===== src/rtl/rfile_pkg.sv =====
// Shared types and constants for the register-file writeback arbiter.
// Size codes, the writeback request bundle and a saturating adder.
package rfile_pkg;

  localparam int XLEN  = 64;
  localparam int XWDT  = 6;
  localparam int NPORT = 3;

  typedef enum logic [1:0] {
    SZ_BYTE   = 2'd0,
    SZ_HALF   = 2'd1,
    SZ_WORD   = 2'd2,
    SZ_DOUBLE = 2'd3
  } wb_size_e;

  typedef struct packed {
    logic [XWDT-1:0] idx;
    logic [XLEN-1:0] data;
    wb_size_e        size;
    logic [3:0]      pos;
  } wb_req_t;

  function automatic logic [31:0] sat_add32(
    input logic [31:0] a,
    input logic [31:0] b
  );
    logic [32:0] s;
    s = {1'b0, a} + {1'b0, b};
    return s[32] ? '1 : s[31:0];
  endfunction

endpackage


===== src/rtl/rfile_wb_rr_sel.sv =====
// Combinational round-robin grant selection with same-register conflict
// masking; fills output slots in scan order.
module rfile_wb_rr_sel #(
  parameter int XWDT  = 6,
  parameter int NREQ  = 4,
  parameter int NPORT = 3,
  localparam int PW   = (NREQ > 1) ? $clog2(NREQ) : 1,
  localparam int SW   = $clog2(NPORT + 1)
) (
  input  logic [NREQ-1:0]  valid,
  input  logic [XWDT-1:0]  idx [NREQ],
  input  logic [PW-1:0]    rr_ptr,
  input  logic             block,
  output logic [NREQ-1:0]  grant,
  output logic [PW-1:0]    slot_req [NPORT],
  output logic [NPORT-1:0] slot_vld,
  output logic             conflict,
  output logic [PW-1:0]    next_ptr
);
  import rfile_pkg::*;

  logic [SW-1:0] count;
  int            i;
  logic          clash;

  always_comb begin
    grant    = '0;
    slot_vld = '0;
    for (int p = 0; p < NPORT; p++) slot_req[p] = '0;
    count    = '0;
    conflict = 1'b0;
    next_ptr = rr_ptr;
    i        = 0;
    clash    = 1'b0;
    for (int k = 0; k < NREQ; k++) begin
      i = int'(rr_ptr) + k;
      if (i >= NREQ) i = i - NREQ;
      if (!block && valid[i] && int'(count) < NPORT) begin
        // r0 never conflicts: writes to it are discarded anyway
        clash = 1'b0;
        for (int j = 0; j < NREQ; j++)
          if (grant[j] && idx[j] == idx[i] && idx[i] != '0)
            clash = 1'b1;
        if (clash) begin
          conflict = 1'b1;
        end else begin
          grant[i]        = 1'b1;
          slot_req[count] = PW'(i);
          slot_vld[count] = 1'b1;
          count           = count + SW'(1);
          next_ptr        = (i == NREQ - 1) ? '0 : PW'(i + 1);
        end
      end
    end
  end

endmodule


===== src/rtl/rfile_wb_arb.sv =====
// Writeback arbiter: up to NPORT register-file writes per cycle, 1-cycle latency.
// Optional perf counters when RFILE_WB_ARB_PERF_EN is defined.
module rfile_wb_arb #(
  parameter int XLEN  = 64,
  parameter int XWDT  = 6,
  parameter int NREQ  = 4,
  parameter int NPORT = 3
) (
  input  logic             clk,
  input  logic             rst,
  input  logic [NREQ-1:0]  req_valid,
  output logic [NREQ-1:0]  req_ready,
  input  logic [XWDT-1:0]  req_idx  [NREQ],
  input  logic [XLEN-1:0]  req_data [NREQ],
  input  logic [1:0]       req_size [NREQ],
  input  logic [3:0]       req_pos  [NREQ],
  input  logic             hold,
  output logic [XWDT-1:0]  rwrites  [NPORT],
  output logic [XLEN-1:0]  rins     [NPORT],
  output logic [1:0]       rwsizes  [NPORT],
  output logic [3:0]       rwposs   [NPORT],
  output logic             we
`ifdef RFILE_WB_ARB_PERF_EN
  ,
  output logic [31:0]      perf_grants,
  output logic [31:0]      perf_conflicts
`endif
);
  import rfile_pkg::*;

  localparam int PW = (NREQ > 1) ? $clog2(NREQ) : 1;

  logic [PW-1:0]    rr_ptr;
  logic [PW-1:0]    next_ptr;
  logic [NREQ-1:0]  grant;
  logic [PW-1:0]    slot_req [NPORT];
  logic [NPORT-1:0] slot_vld;
  logic             conflict;

  logic [XWDT-1:0]  idx_q  [NPORT];
  logic [XLEN-1:0]  data_q [NPORT];
  wb_size_e         size_q [NPORT];
  logic [3:0]       pos_q  [NPORT];
  logic             we_q;

  rfile_wb_rr_sel #(
    .XWDT  (XWDT),
    .NREQ  (NREQ),
    .NPORT (NPORT)
  ) u_sel (
    .valid    (req_valid),
    .idx      (req_idx),
    .rr_ptr   (rr_ptr),
    .block    (hold | rst),
    .grant    (grant),
    .slot_req (slot_req),
    .slot_vld (slot_vld),
    .conflict (conflict),
    .next_ptr (next_ptr)
  );

  assign req_ready = grant;

  always_ff @(posedge clk) begin
    if (rst) begin
      we_q   <= 1'b0;
      rr_ptr <= '0;
      for (int p = 0; p < NPORT; p++) begin
        idx_q[p]  <= '0;
        data_q[p] <= '0;
        size_q[p] <= SZ_BYTE;
        pos_q[p]  <= '0;
      end
    end else begin
      we_q   <= |grant;
      rr_ptr <= next_ptr;
      for (int p = 0; p < NPORT; p++) begin
        if (slot_vld[p]) begin
          idx_q[p]  <= req_idx[slot_req[p]];
          data_q[p] <= (req_idx[slot_req[p]] == '0) ?
                       '0 : req_data[slot_req[p]];
          size_q[p] <= wb_size_e'(req_size[slot_req[p]]);
          pos_q[p]  <= req_pos[slot_req[p]];
        end else begin
          idx_q[p]  <= '0;
          data_q[p] <= '0;
          size_q[p] <= SZ_BYTE;
          pos_q[p]  <= '0;
        end
      end
    end
  end

  // A write accepted just before reset is squashed while rst is high
  always_comb begin
    we = we_q & ~rst;
    for (int p = 0; p < NPORT; p++) begin
      rwrites[p] = rst ? '0 : idx_q[p];
      rins[p]    = rst ? '0 : data_q[p];
      rwsizes[p] = rst ? '0 : size_q[p];
      rwposs[p]  = rst ? '0 : pos_q[p];
    end
  end

`ifdef RFILE_WB_ARB_PERF_EN
  logic [31:0] grants_q;
  logic [31:0] conf_q;

  always_ff @(posedge clk) begin
    if (rst) begin
      grants_q <= '0;
      conf_q   <= '0;
    end else begin
      grants_q <= sat_add32(grants_q, 32'($countones(grant)));
      if (conflict) conf_q <= sat_add32(conf_q, 32'd1);
    end
  end

  assign perf_grants    = grants_q;
  assign perf_conflicts = conf_q;
`else
  logic unused_conflict;
  assign unused_conflict = conflict;
`endif

endmodule


===== config.mk =====
export PLATFORM = sky130hd
export DESIGN_NAME = rfile_wb_arb
export DESIGN_NICKNAME = d
export VERILOG_FILES = /design/src/rtl/rfile_pkg.sv /design/src/rtl/rfile_wb_rr_sel.sv /design/src/rtl/rfile_wb_arb.sv
export SDC_FILE = /design/constraint.sdc
export NUM_CORES = 1
export LEC_CHECK = 0
export BUFFER_PORTS_ARGS = -buffer_cell sky130_fd_sc_hd__buf_4
export CAP_MARGIN = 20
export CORE_ASPECT_RATIO = 1.2
export CORE_MARGIN = 2
export CORE_UTILIZATION = 29
export CTS_BUF_LIST = sky130_fd_sc_hd__clkbuf_4 sky130_fd_sc_hd__clkbuf_8 sky130_fd_sc_hd__clkbuf_16
export CTS_CLUSTER_DIAMETER = 150
export DETAILED_ROUTE_END_ITERATION = 12
export PLACE_DENSITY = 0.59
export SLEW_MARGIN = 20
export SYNTH_ARGS = -nofsm -noshare
export SYNTH_HDL_FRONTEND = slang
export SYNTH_SLANG_ARGS = --single-unit

===== constraint.sdc =====
create_clock -name clk -period 15.9 [get_ports clk]
set_input_delay 4.77 -clock clk [delete_from_list [all_inputs] [get_ports clk]]
set_output_delay 4.77 -clock clk [all_outputs]
set_load 0.01 [all_outputs]

* Word-level counts from Yosys, hierarchy flattened
Memory sizes are Yosys's and may differ from the RTL's. Index checks and enable logic that the tools add are counted.
Word-level totals: bits in writable memories 228, output and inout port bits 233, bits in registers 3, bits of input ports 311, memories kept 4
Operators by class: add/sub/neg operators 13, bitwise operators 42, reductions and logical operators 49, equal/unequal tests 16, order comparisons 33, muxes and demuxes 195
Memories:
- data_q | depth 3, bits a word 64, rd ports 3, clocked after Yosys merged registers in 0, write ports 3, line rfile_wb_arb.sv:41 | logic [XLEN-1:0] data_q [NPORT];
- idx_q | depth 3, bits a word 6, rd ports 3, clocked after Yosys merged registers in 0, write ports 3, line rfile_wb_arb.sv:40 | logic [XWDT-1:0] idx_q [NPORT];
- pos_q | depth 3, bits a word 4, rd ports 3, clocked after Yosys merged registers in 0, write ports 3, line rfile_wb_arb.sv:43 | logic [3:0] pos_q [NPORT];
- size_q | depth 3, bits a word 2, rd ports 3, clocked after Yosys merged registers in 0, write ports 3, line rfile_wb_arb.sv:42 | wb_size_e size_q [NPORT];
Operator list (count):
- 64-bit 2-to-1 mux | 18
- 64-bit binary-select mux with 2-bit select | 3
- 6-bit 2-to-1 mux | 27
- 32-bit by 3-bit equality test with 1-bit output, second input constant | 4
- 32-bit by 1-bit >= comparator with 1-bit output, second input constant | 4
- 32-bit by 4-bit < comparator with 1-bit output, second input constant | 4
- 32-bit 2-to-1 mux | 4
- 32-bit by 3-bit >= comparator with 1-bit output, second input constant | 3
- 32-bit by 4-bit >= comparator with 1-bit output, second input constant | 3
- 32-bit NOT | 3
- 32-bit by 4-bit subtractor with 32-bit output, second input constant | 3
- 4-bit 2-to-1 mux | 22
- 6-bit binary-select mux with 2-bit select | 6
- 6-bit equality test | 12
- 2-bit 2-to-1 mux | 34
- 1-bit 2-to-1 mux | 52
- 1-bit logical AND | 41
- 1-bit OR | 25
- 4-bit binary-select mux with 2-bit select | 3
- 6-bit bitwise mux | 3
- 3-bit >= comparator, second input constant | 6
- 6-bit logical NOT | 3
- 3-bit 2-to-1 mux | 6
- 6-bit nonzero test | 3
- other kinds (27) | 56

* Logic depth before layout (Yosys ltp)
Gate-level depths: netlist of run 1.
depth after elaboration 43, gate-level depth with buffers 34

* Cells and area by module
A second synthesis of run 1 with hierarchy kept.
Unflattened totals: cell total of the unflattened synthesis 1642, area total of the unflattened synthesis 18537.8 µm²
By module, submodules not included:
- rfile_wb_arb | area an instance 15703.8 µm², instances 1, cells an instance 1260
- rfile_wb_rr_sel | area an instance 2834.0 µm², instances 1, cells an instance 382

* Least setup slack after synthesis of run 1
OpenSTA, ideal clock, no wires.
path kind input to output, start input req_idx[13] in the netlist's numbering, end output req_ready[1], path buffers 4, required time 11.130 ns, stages on the path 24, data arrival time 9.363 ns, setup slack 1.767 ns, path through buf_2 > xor2_1 > or3_1 > o311ai_0 > and4b_1 > a21o_1 > o21ai_4 > ha_1 > inv_1 > a21o_1 > clkbuf_1 > inv_1 > ha_1 > nand3b_1 > nor2_1 > o21ai_0 > a221oi_1 > a31o_2 > o31a_1 > buf_4 > buf_1 > nor3_1 > a311oi_2 > a221o_1
On the way: word-level cells in the longest chain between the ends 31, elaborated cells between the ends (all ways) 80
RTL lines:
- start: declaration | line rfile_wb_arb.sv:13 | input logic [XWDT-1:0] req_idx [NREQ],
- 6-bit binary-select mux with 2-bit select | line rfile_wb_rr_sel.sv:42 | if (grant[j] && idx[j] == idx[i] && idx[i] != '0)
- 6-bit 2-to-1 mux (implied by the code) (2 in series) | line rfile_wb_rr_sel.sv:42
- 6-bit equality test | line rfile_wb_rr_sel.sv:42
- 1-bit logical AND (2 in series) | line rfile_wb_rr_sel.sv:42
- 1-bit 2-to-1 mux (4 in series) | line rfile_wb_rr_sel.sv:42
- 1-bit 2-to-1 mux | line rfile_wb_rr_sel.sv:38 | if (!block && valid[i] && int'(count) < NPORT) begin
- 4-bit 2-to-1 mux | line rfile_wb_rr_sel.sv:44 | if (clash) begin
- 4-bit 2-to-1 mux | line rfile_wb_rr_sel.sv:38
- [... 6 more ...]
- 1-bit 2-to-1 mux | line rfile_wb_rr_sel.sv:38
- 4-bit 2-to-1 mux | line rfile_wb_rr_sel.sv:44
- 4-bit 2-to-1 mux | line rfile_wb_rr_sel.sv:38
- 1-bit logical AND (2 in series) | line rfile_wb_rr_sel.sv:42
- 1-bit 2-to-1 mux (4 in series) | line rfile_wb_rr_sel.sv:42
- 1-bit 2-to-1 mux | line rfile_wb_rr_sel.sv:38
- 4-bit 2-to-1 mux | line rfile_wb_rr_sel.sv:44
- 4-bit 2-to-1 mux (*) | line rfile_wb_rr_sel.sv:38
- end: declaration | line rfile_wb_arb.sv:12 | output logic [NREQ-1:0] req_ready,
Mark *: on every way between the ends. The rest lies on a longest branch, timed or not. The select of a mux whose other input is x is not followed.

* Worst setup path after layout of run 1
start input rst, end output req_ready[1]
On the way: word-level cells in the longest chain between the ends 31, elaborated cells between the ends (all ways) 68
RTL lines:
- start: declaration | line rfile_wb_arb.sv:10 | input logic rst,
- 1-bit OR (*) | line rfile_wb_arb.sv:54 | .block (hold | rst),
- 1-bit logical NOT (*) | line rfile_wb_rr_sel.sv:38
- 1-bit logical AND | line rfile_wb_rr_sel.sv:38
- 4-bit 2-to-1 mux | line rfile_wb_rr_sel.sv:38
- 1-bit logical AND (2 in series) | line rfile_wb_rr_sel.sv:42
- 1-bit 2-to-1 mux (4 in series) | line rfile_wb_rr_sel.sv:42
- 1-bit 2-to-1 mux | line rfile_wb_rr_sel.sv:38
- 4-bit 2-to-1 mux | line rfile_wb_rr_sel.sv:44
- [... 7 more ...]
- 1-bit 2-to-1 mux | line rfile_wb_rr_sel.sv:38
- 4-bit 2-to-1 mux | line rfile_wb_rr_sel.sv:44
- 4-bit 2-to-1 mux | line rfile_wb_rr_sel.sv:38
- 1-bit logical AND (2 in series) | line rfile_wb_rr_sel.sv:42
- 1-bit 2-to-1 mux (4 in series) | line rfile_wb_rr_sel.sv:42
- 1-bit 2-to-1 mux | line rfile_wb_rr_sel.sv:38
- 4-bit 2-to-1 mux | line rfile_wb_rr_sel.sv:44
- 4-bit 2-to-1 mux (*) | line rfile_wb_rr_sel.sv:38
Marks and branches as above.

==> results of run 1 <==
routing by layer:
layer	GRT usage	routed length, um	up-vias
met5	0	0	-
met4	0.0873	3330	0
met3	0.0311	4420	155
met2	0.388	38200	666
met1	0.269	28900	8052
li1	-	-	7137
final cells by class:
class / count / area, um^2
antenna: 3 / 7.51
multi-input combinational: 1349 / 12100
clock inverter: 18 / 263
fill: 6196 / 38400
inverter: 14 / 52.6
clock buffer: 38 / 841
tap: 824 / 1030
sequential: 231 / 6150
timing repair buffer: 570 / 4290
cells by family after synthesis:
| kind of cell | after synthesis | share of synthesized area |
|---|---|---|
| flip-flops | 231 | 0.333 |
| adder cells (fa/ha/maj) | 16 | 0.0109 |
| AO/OA/AOI/OAI | 249 | 0.125 |
| XOR/XNOR | 54 | 0.0256 |
| other | 1 | 0.000203 |
| multiplexers | 278 | 0.262 |
| AND/OR/NAND/NOR | 600 | 0.194 |
| buffers and inverters | 185 | 0.0480 |
flip-flops by register name (all words and copies together), names as in the netlist:
name and count:
pos_q 12, idx_q 18, we_q 1, rr_ptr 2
data_q 192, size_q 6
path summary, 6_finish.rpt:
kind	endpoint	slack [ns]	cells after the start
max	req_ready[1]	0.98	22
min	rr_ptr[0]	1.08	3
max reg2reg	data_q[2][35]	6.19	29
min reg2reg	rr_ptr[0]	1.08	3
power by group through the flow:
stage	clock network, mW	logic (mW)	registers, mW
floorplan	0	1.02	0.837
global placement	0	1.53	0.848
detailed placement	0	1.53	0.851
CTS	0.782	1.54	0.839
global route	0.805	1.64	0.850
finish	0.762	1.52	0.837
worst reg2reg max path, delay by kind of cell, from the launching register on:
family | cells | cell delay [ns]
AO/OA/AOI/OAI | 11 | 2.84
adder cells (fa/ha/maj) | 3 | 0.98
buffers and inverters | 8 | 2.88
flip-flops | 1 | 0.30
multiplexers | 2 | 0.89
AND/OR/NAND/NOR | 5 | 1.63
through the flow:
stage | setup slack, ns | total power, mW | utilization | area, um^2
after global placement | 1.18 | 2.38 | 0.374 | 23600
after detailed placement | 1.11 | 2.38 | 0.374 | 23600
after CTS | 1.08 | 3.16 | 0.391 | 24700
after floorplan | 1.77 | 1.86 | - | 19000
final | 0.983 | 3.12 | 0.391 | 24700
after global routing | 0.522 | 3.29 | 0.391 | 24700
layout by cell type (no fill, tap or decap), types with 6 or more instances in the layout:
cell	instances
buf_4	569
nor2b_1	303
mux4_2	163
and2_1	152
edfxtp_1	152
conb_1	152
mux2i_1	100
dfxtp_1	78
a211oi_1	73
a2111oi_2	60
nor2_1	33
nand2_1	31
clkbuf_16	31
nand3_1	30
xor2_1	28
xnor2_1	26
a21oi_1	22
o21ai_0	21
ha_1	16
mux2_2	14
nor3_1	13
inv_1	11
and3_1	8
nor4_1	7
a311oi_1	6
bufinv_16	6
==> run summary, run 1 <==
CP bufs+invs: 4
Antenna Violating Nets Remaining: 0
share of power burned in registers: 0.268
vias per inst: 5.25
part of the cycle the worst path needs: 0.938
Max IR drop VDD: 0.0813 mV
unrepaired setup endpoints after global routing: false
root buffer cell: clkbuf_16
synth warn: 0
Final Hold Fails: 0
Worst path max stage delay: 0.61 ns
Power Density: 127 mW/mm^2
slowest CP cell: a311oi_2
layout cells sized above 1: 0.398
most frequent cells after synthesis: nor2b_1 (303), mux4_2 (163), and2_1 (152), edfxtp_1 (152), mux2i_1 (100)
Residual DRC: 0
Fin Hold WS: 1.08 ns
final setup fails: 0
LEAKAGE: 10.1 nW
Async SR Flop Fraction: 0
flops & latches, synth: 231
height of the die: 280 um
DP HPWL: 53.2 mm
relative slew slack: 0.297
DIE AREA: 0.0656 mm^2
CTS buffer count: 30
Worst-Skew Late Latency: 0.58 ns
maxcap violations: 0
Hold Path Class: flip-flop to flip-flop
Final nets: 2523
combinational fraction of design power: 0.488
P_int: 1.98 mW
worst-path fanout max: 49
setup_tns: 0 ns
Seq/Total Area, Yosys: 0.333
Worst EP arrival: 10.15 ns
switching power: 1.14 mW
DP Cell Count: 2988
Worst Setup Start Kind: primary input
CP cell instances: clkbuf_8, nor3b_1, a22o_1, and2_1, nand3_1, o211ai_1, o21ai_4, ha_1, inv_1, a21o_1, inv_1, ha_1, nand3b_1, nor2_1, o21ai_0, a221oi_1, a31o_2, o31a_1, nor3_1, a311oi_2, a221o_1, buf_4
DR pass1 iterations: 5
Clock Sinks: 231
drt wl/cell: 24.6 um
Yosys cell types: 75
Fin Clk Skew: 0.0113 ns
drt total wl: 74.9 mm
Post-Syn Area: 0.0184 mm^2
CORE AREA: 0.0631 mm^2
Iteration-0 DRC Markers: 966
post-synth top area share: 0.247
synth-to-layout area growth: 33.8%
most common cell in the netlist: nor2b_1
area leader, netlist: edfxtp_1
hold buffer count at CTS: 0
Worst Tran Pin Value: 1.05 ns
post-CTS setup buffers: 0
Critical Path End Type: output port
cell row count: 101
htree depth: 1
effective utilization at floorplan: 0.292
largest net degree at the start of global routing: 96
Mean Syn Cell Area: 11.4 um^2
Crit path max-delay family: compound AO/OA/AOI/OAI gates
Die Wd: 234 um
Period minus WS final: 14.92 ns
vias in the first global route: 16.6k
CP Class: primary input to output port
post-cts resize count: 0
largest cells by area after synthesis: edfxtp_1 (25%), mux4_2 (20%), nor2b_1 (10%)
Worst-path clk slew: 0.06 ns
worst reg2reg startpoint: rr_ptr[1]
EDFF count, synth: 152
Post-synth top flop: edfxtp_1
Layout Cells excl Fill: 3047
all-layer global routing usage: 0.220
hold_sp: rr_ptr[0]
initial antenna violation count: 4
Net Sw Frac: 0.366
GP Congestion: 0.883
Max Slew Vio Count: 0
status: finished clean
gr ovfl total: 0
IO Pins: 544
CTS max path bufs: 3
Via Count: 16.0k
first-pass GRT wire length: 109 mm
clock power share: 0.244
WP data required: 11.13 ns
fmax: 0.0670 GHz
# port buffers: 543
TritonCTS clock tree: built
start point of the critical path: rst
Mapped Cells: 1614
Power figures use the tool's default switching activity.
==> run 2: changes to the inputs <==
--- a/config.mk
+++ b/config.mk
@@ -5,7 +5,6 @@
 export SDC_FILE = /design/constraint.sdc
 export NUM_CORES = 1
 export LEC_CHECK = 0
-export BUFFER_PORTS_ARGS = -buffer_cell sky130_fd_sc_hd__buf_4
 export CAP_MARGIN = 20
 export CORE_ASPECT_RATIO = 1.2
 export CORE_MARGIN = 2
@@ -13,7 +12,8 @@
 export CTS_BUF_LIST = sky130_fd_sc_hd__clkbuf_4 sky130_fd_sc_hd__clkbuf_8 sky130_fd_sc_hd__clkbuf_16
 export CTS_CLUSTER_DIAMETER = 150
 export DETAILED_ROUTE_END_ITERATION = 12
-export PLACE_DENSITY = 0.59
+export DONT_BUFFER_PORTS = 1
+export PLACE_DENSITY = 0.44
 export SLEW_MARGIN = 20
 export SYNTH_ARGS = -nofsm -noshare
 export SYNTH_HDL_FRONTEND = slang
==> run 2 against run 1 <==
  * Hold slack worse by 0.11 ns
  * First-iteration DRC count is 23% lower
  * Die area stayed put
  * Global-route usage is 0.98 points lower
  * Design area is 17% lower
  * Maximum frequency is 0.60% higher
  * Critical path type unchanged
  * Combinational power is 13% lower
  * Wire length is 3.9% lower
  * Register-to-register slack worse by 1.2 ns
  * Setup slack better by 0.089 ns
  * Clock power is 5.0% lower
==> run summary, run 2 (synthesized netlist as in run 1, its figures left out) <==
DIE AREA: 0.0656 mm^2 (unchanged)
DR pass1 iterations: 5 (unchanged)
Power Density: 141 mW/mm^2 (+11%)
Final nets: 1976 (-22%)
WP data required: 11.13 ns (about the same)
fmax: 0.0674 GHz (+0.60%)
combinational fraction of design power: 0.459 (-0.029)
Max IR drop VDD: 0.0915 mV (+12%)
Die Wd: 234 um (unchanged)
Layout Cells excl Fill: 2498 (-18%)
slowest CP cell: nor4bb_1
worst-path fanout max: 11 (-78%)
maxcap violations: 0 (unchanged)
Antenna Violating Nets Remaining: 0 (unchanged)
post-cts resize count: 0 (unchanged)
Worst Setup Start Kind: primary input
Period minus WS final: 14.83 ns (-0.0894 ns)
gr ovfl total: 0 (unchanged)
final setup fails: 0 (unchanged)
drt wl/cell: 28.8 um (+17%)
clock power share: 0.251 (+0.007)
switching power: 1.08 mW (-5.2%)
share of power burned in registers: 0.290 (+0.022)
n_diodes: 0 (-3)
vias per inst: 5.50 (+4.7%)
part of the cycle the worst path needs: 0.933 (-0.00562)
CP bufs+invs: 3 (-1)
setup_tns: 0 ns (unchanged)
root buffer cell: clkbuf_16
drt total wl: 72.0 mm (-3.9%)
synth-to-layout area growth: 11.2%
cell row count: 101 (unchanged)
Top reg by flops: data_q
P_int: 1.81 mW (-8.8%)
layout cells sized above 1: 0.202 (-0.196)
post-CTS setup buffers: 0 (unchanged)
IO Pins: 544 (unchanged)
Worst path max stage delay: 0.76 ns (+0.15 ns)
FILL cells: 6391 (+3.1%)
Crit path max-delay family: compound AO/OA/AOI/OAI gates
Residual DRC: 0 (unchanged)
Critical Path End Type: output port
CTS buffer count: 31 (+3.3%)
relative slew slack: 0.252 (-0.0444)
commonest non-fill, non-tap cells in the layout: nor2b_1 (303), mux4_2 (163), and2_1 (152), edfxtp_1 (152), conb_1 (152)
Setup WS post-layout: 1.07 ns (+0.0894 ns)
initial antenna violation count: 4 (unchanged)
CORE AREA: 0.0631 mm^2 (unchanged)
Net Sw Frac: 0.375 (+0.00907)
Iteration-0 DRC Markers: 741 (-23%)
CTS max path bufs: 3 (unchanged)
GP Congestion: 0.886 (+0.39%)
Largest register FFs: 192 (unchanged)
hold buffer count at CTS: 0 (unchanged)
status: finished clean
dpl ws: 1.16 ns (+0.0528 ns)
CP cell instances: xnor2_1, nor4bb_1, a22o_1, nand3_1, o211ai_1, o21ai_4, ha_1, inv_1, a21o_1, inv_1, ha_1, nand3b_1, nor2_1, o21ai_0, a221oi_1, a31o_2, o31a_1, buf_4, a221o_1, a311oi_2, a221o_1
Fin Clk Skew: 0.00987 ns (-0.00145 ns)
Worst-Skew Late Latency: 0.60 ns (+0.02 ns)
vias in the first global route: 14.3k (-14%)
LEAKAGE: 7.34 nW (-27%)
height of the die: 280 um (unchanged)
Via Count: 13.7k (-14%)
Hold Path Class: flip-flop to flip-flop
Area after DPL: 0.0195 mm^2 (-17%)
CP Class: primary input to output port
largest net degree at the start of global routing: 235 (+140%)
Worst-path clk slew: 0.06 ns (about the same)
DP HPWL: 49.9 mm (-6.1%)
all-layer global routing usage: 0.211 (-0.00976)
DP Cell Count: 2440 (-18%)
# port buffers: 0 (-100%)
Max Slew Vio Count: 0 (unchanged)
unrepaired setup endpoints after global routing: false
Final Hold Fails: 0 (unchanged)
TritonCTS clock tree: built
commonest non-fill, non-tap cell in the layout: nor2b_1
effective utilization at floorplan: 0.292 (unchanged)
Worst EP arrival: 10.06 ns (-0.09 ns)
htree depth: 1 (unchanged)
top flop regs: data_q x192, idx_q x18, pos_q x12
design area: 0.0205 mm^2 (-17%)
Clock Sinks: 231 (unchanged)
first-pass GRT wire length: 102 mm (-6.5%)
Worst Tran Pin Value: 1.12 ns (+0.0667 ns)
Fin Hold WS: 0.977 ns (-0.107 ns)
==> run 2: cell types whose count changed in the layout (fill, tap and decap cells not counted), moves of 2 or more <==
cell / previous run / this run
clkbuf_8: 3 / 1
clkbuf_4: 5 / 7
clkinv_2: 2 / 8
bufinv_16: 6 / 3
buf_4: 569 / 21
diode_2: 3 / 0
==> run 2: worst paths after layout <==
kind | from | to | slack, ns | depth (start not counted)
max | req_idx[12] | req_ready[1] | 1.07 | 21
min | rr_ptr[0] | rr_ptr[0] | 0.98 | 3
max reg2reg | rr_ptr[1] | data_q[2][2] | 5.00 | 30
min reg2reg | rr_ptr[0] | rr_ptr[0] | 0.98 | 3
==> run 2: worst min-delay path, stage by stage, from the launching register on <==
cell     delay [ns]
dfxtp_2        0.31
buf_4          0.34
a31oi_1        0.24
nor2_1         0.05
==> run 2: metal layers <==
metal | track usage | vias up | part of all wire
met4 | 0.0630 | 0 | 0.027
met2 | 0.374 | 560 | 0.51
met5 | 0 | - | 0
met3 | 0.0573 | 112 | 0.080
li1 | - | 6035 | -
met1 | 0.244 | 7041 | 0.38
==> run 2: through the flow <==
stage	util	power, mW
final	0.325	2.89
after global routing	0.325	3.06
after CTS	0.325	2.95
after detailed placement	0.309	2.20
after global placement	0.308	2.20
after floorplan	-	1.86
==> run 2: final cells by class <==
class                           instances  area [um^2]  share of cell area
Clock buffer                           39          842              0.0411
Clock inverter                         19          195             0.00952
Inverter                               14         52.6             0.00256
Multi-Input combinational cell       1349        12100               0.588
Sequential cell                       231         6150               0.300
Tap cell                              824         1030              0.0503
Timing Repair Buffer                   22          185             0.00903
==> run 2: power by group through the flow <==
stage	clock network [mW]	registers, mW	logic (mW)
after floorplan	0	0.837	1.02
after global placement	0	0.849	1.35
after detailed placement	0	0.852	1.35
after CTS	0.753	0.840	1.35
after global routing	0.773	0.852	1.43
final	0.724	0.839	1.33
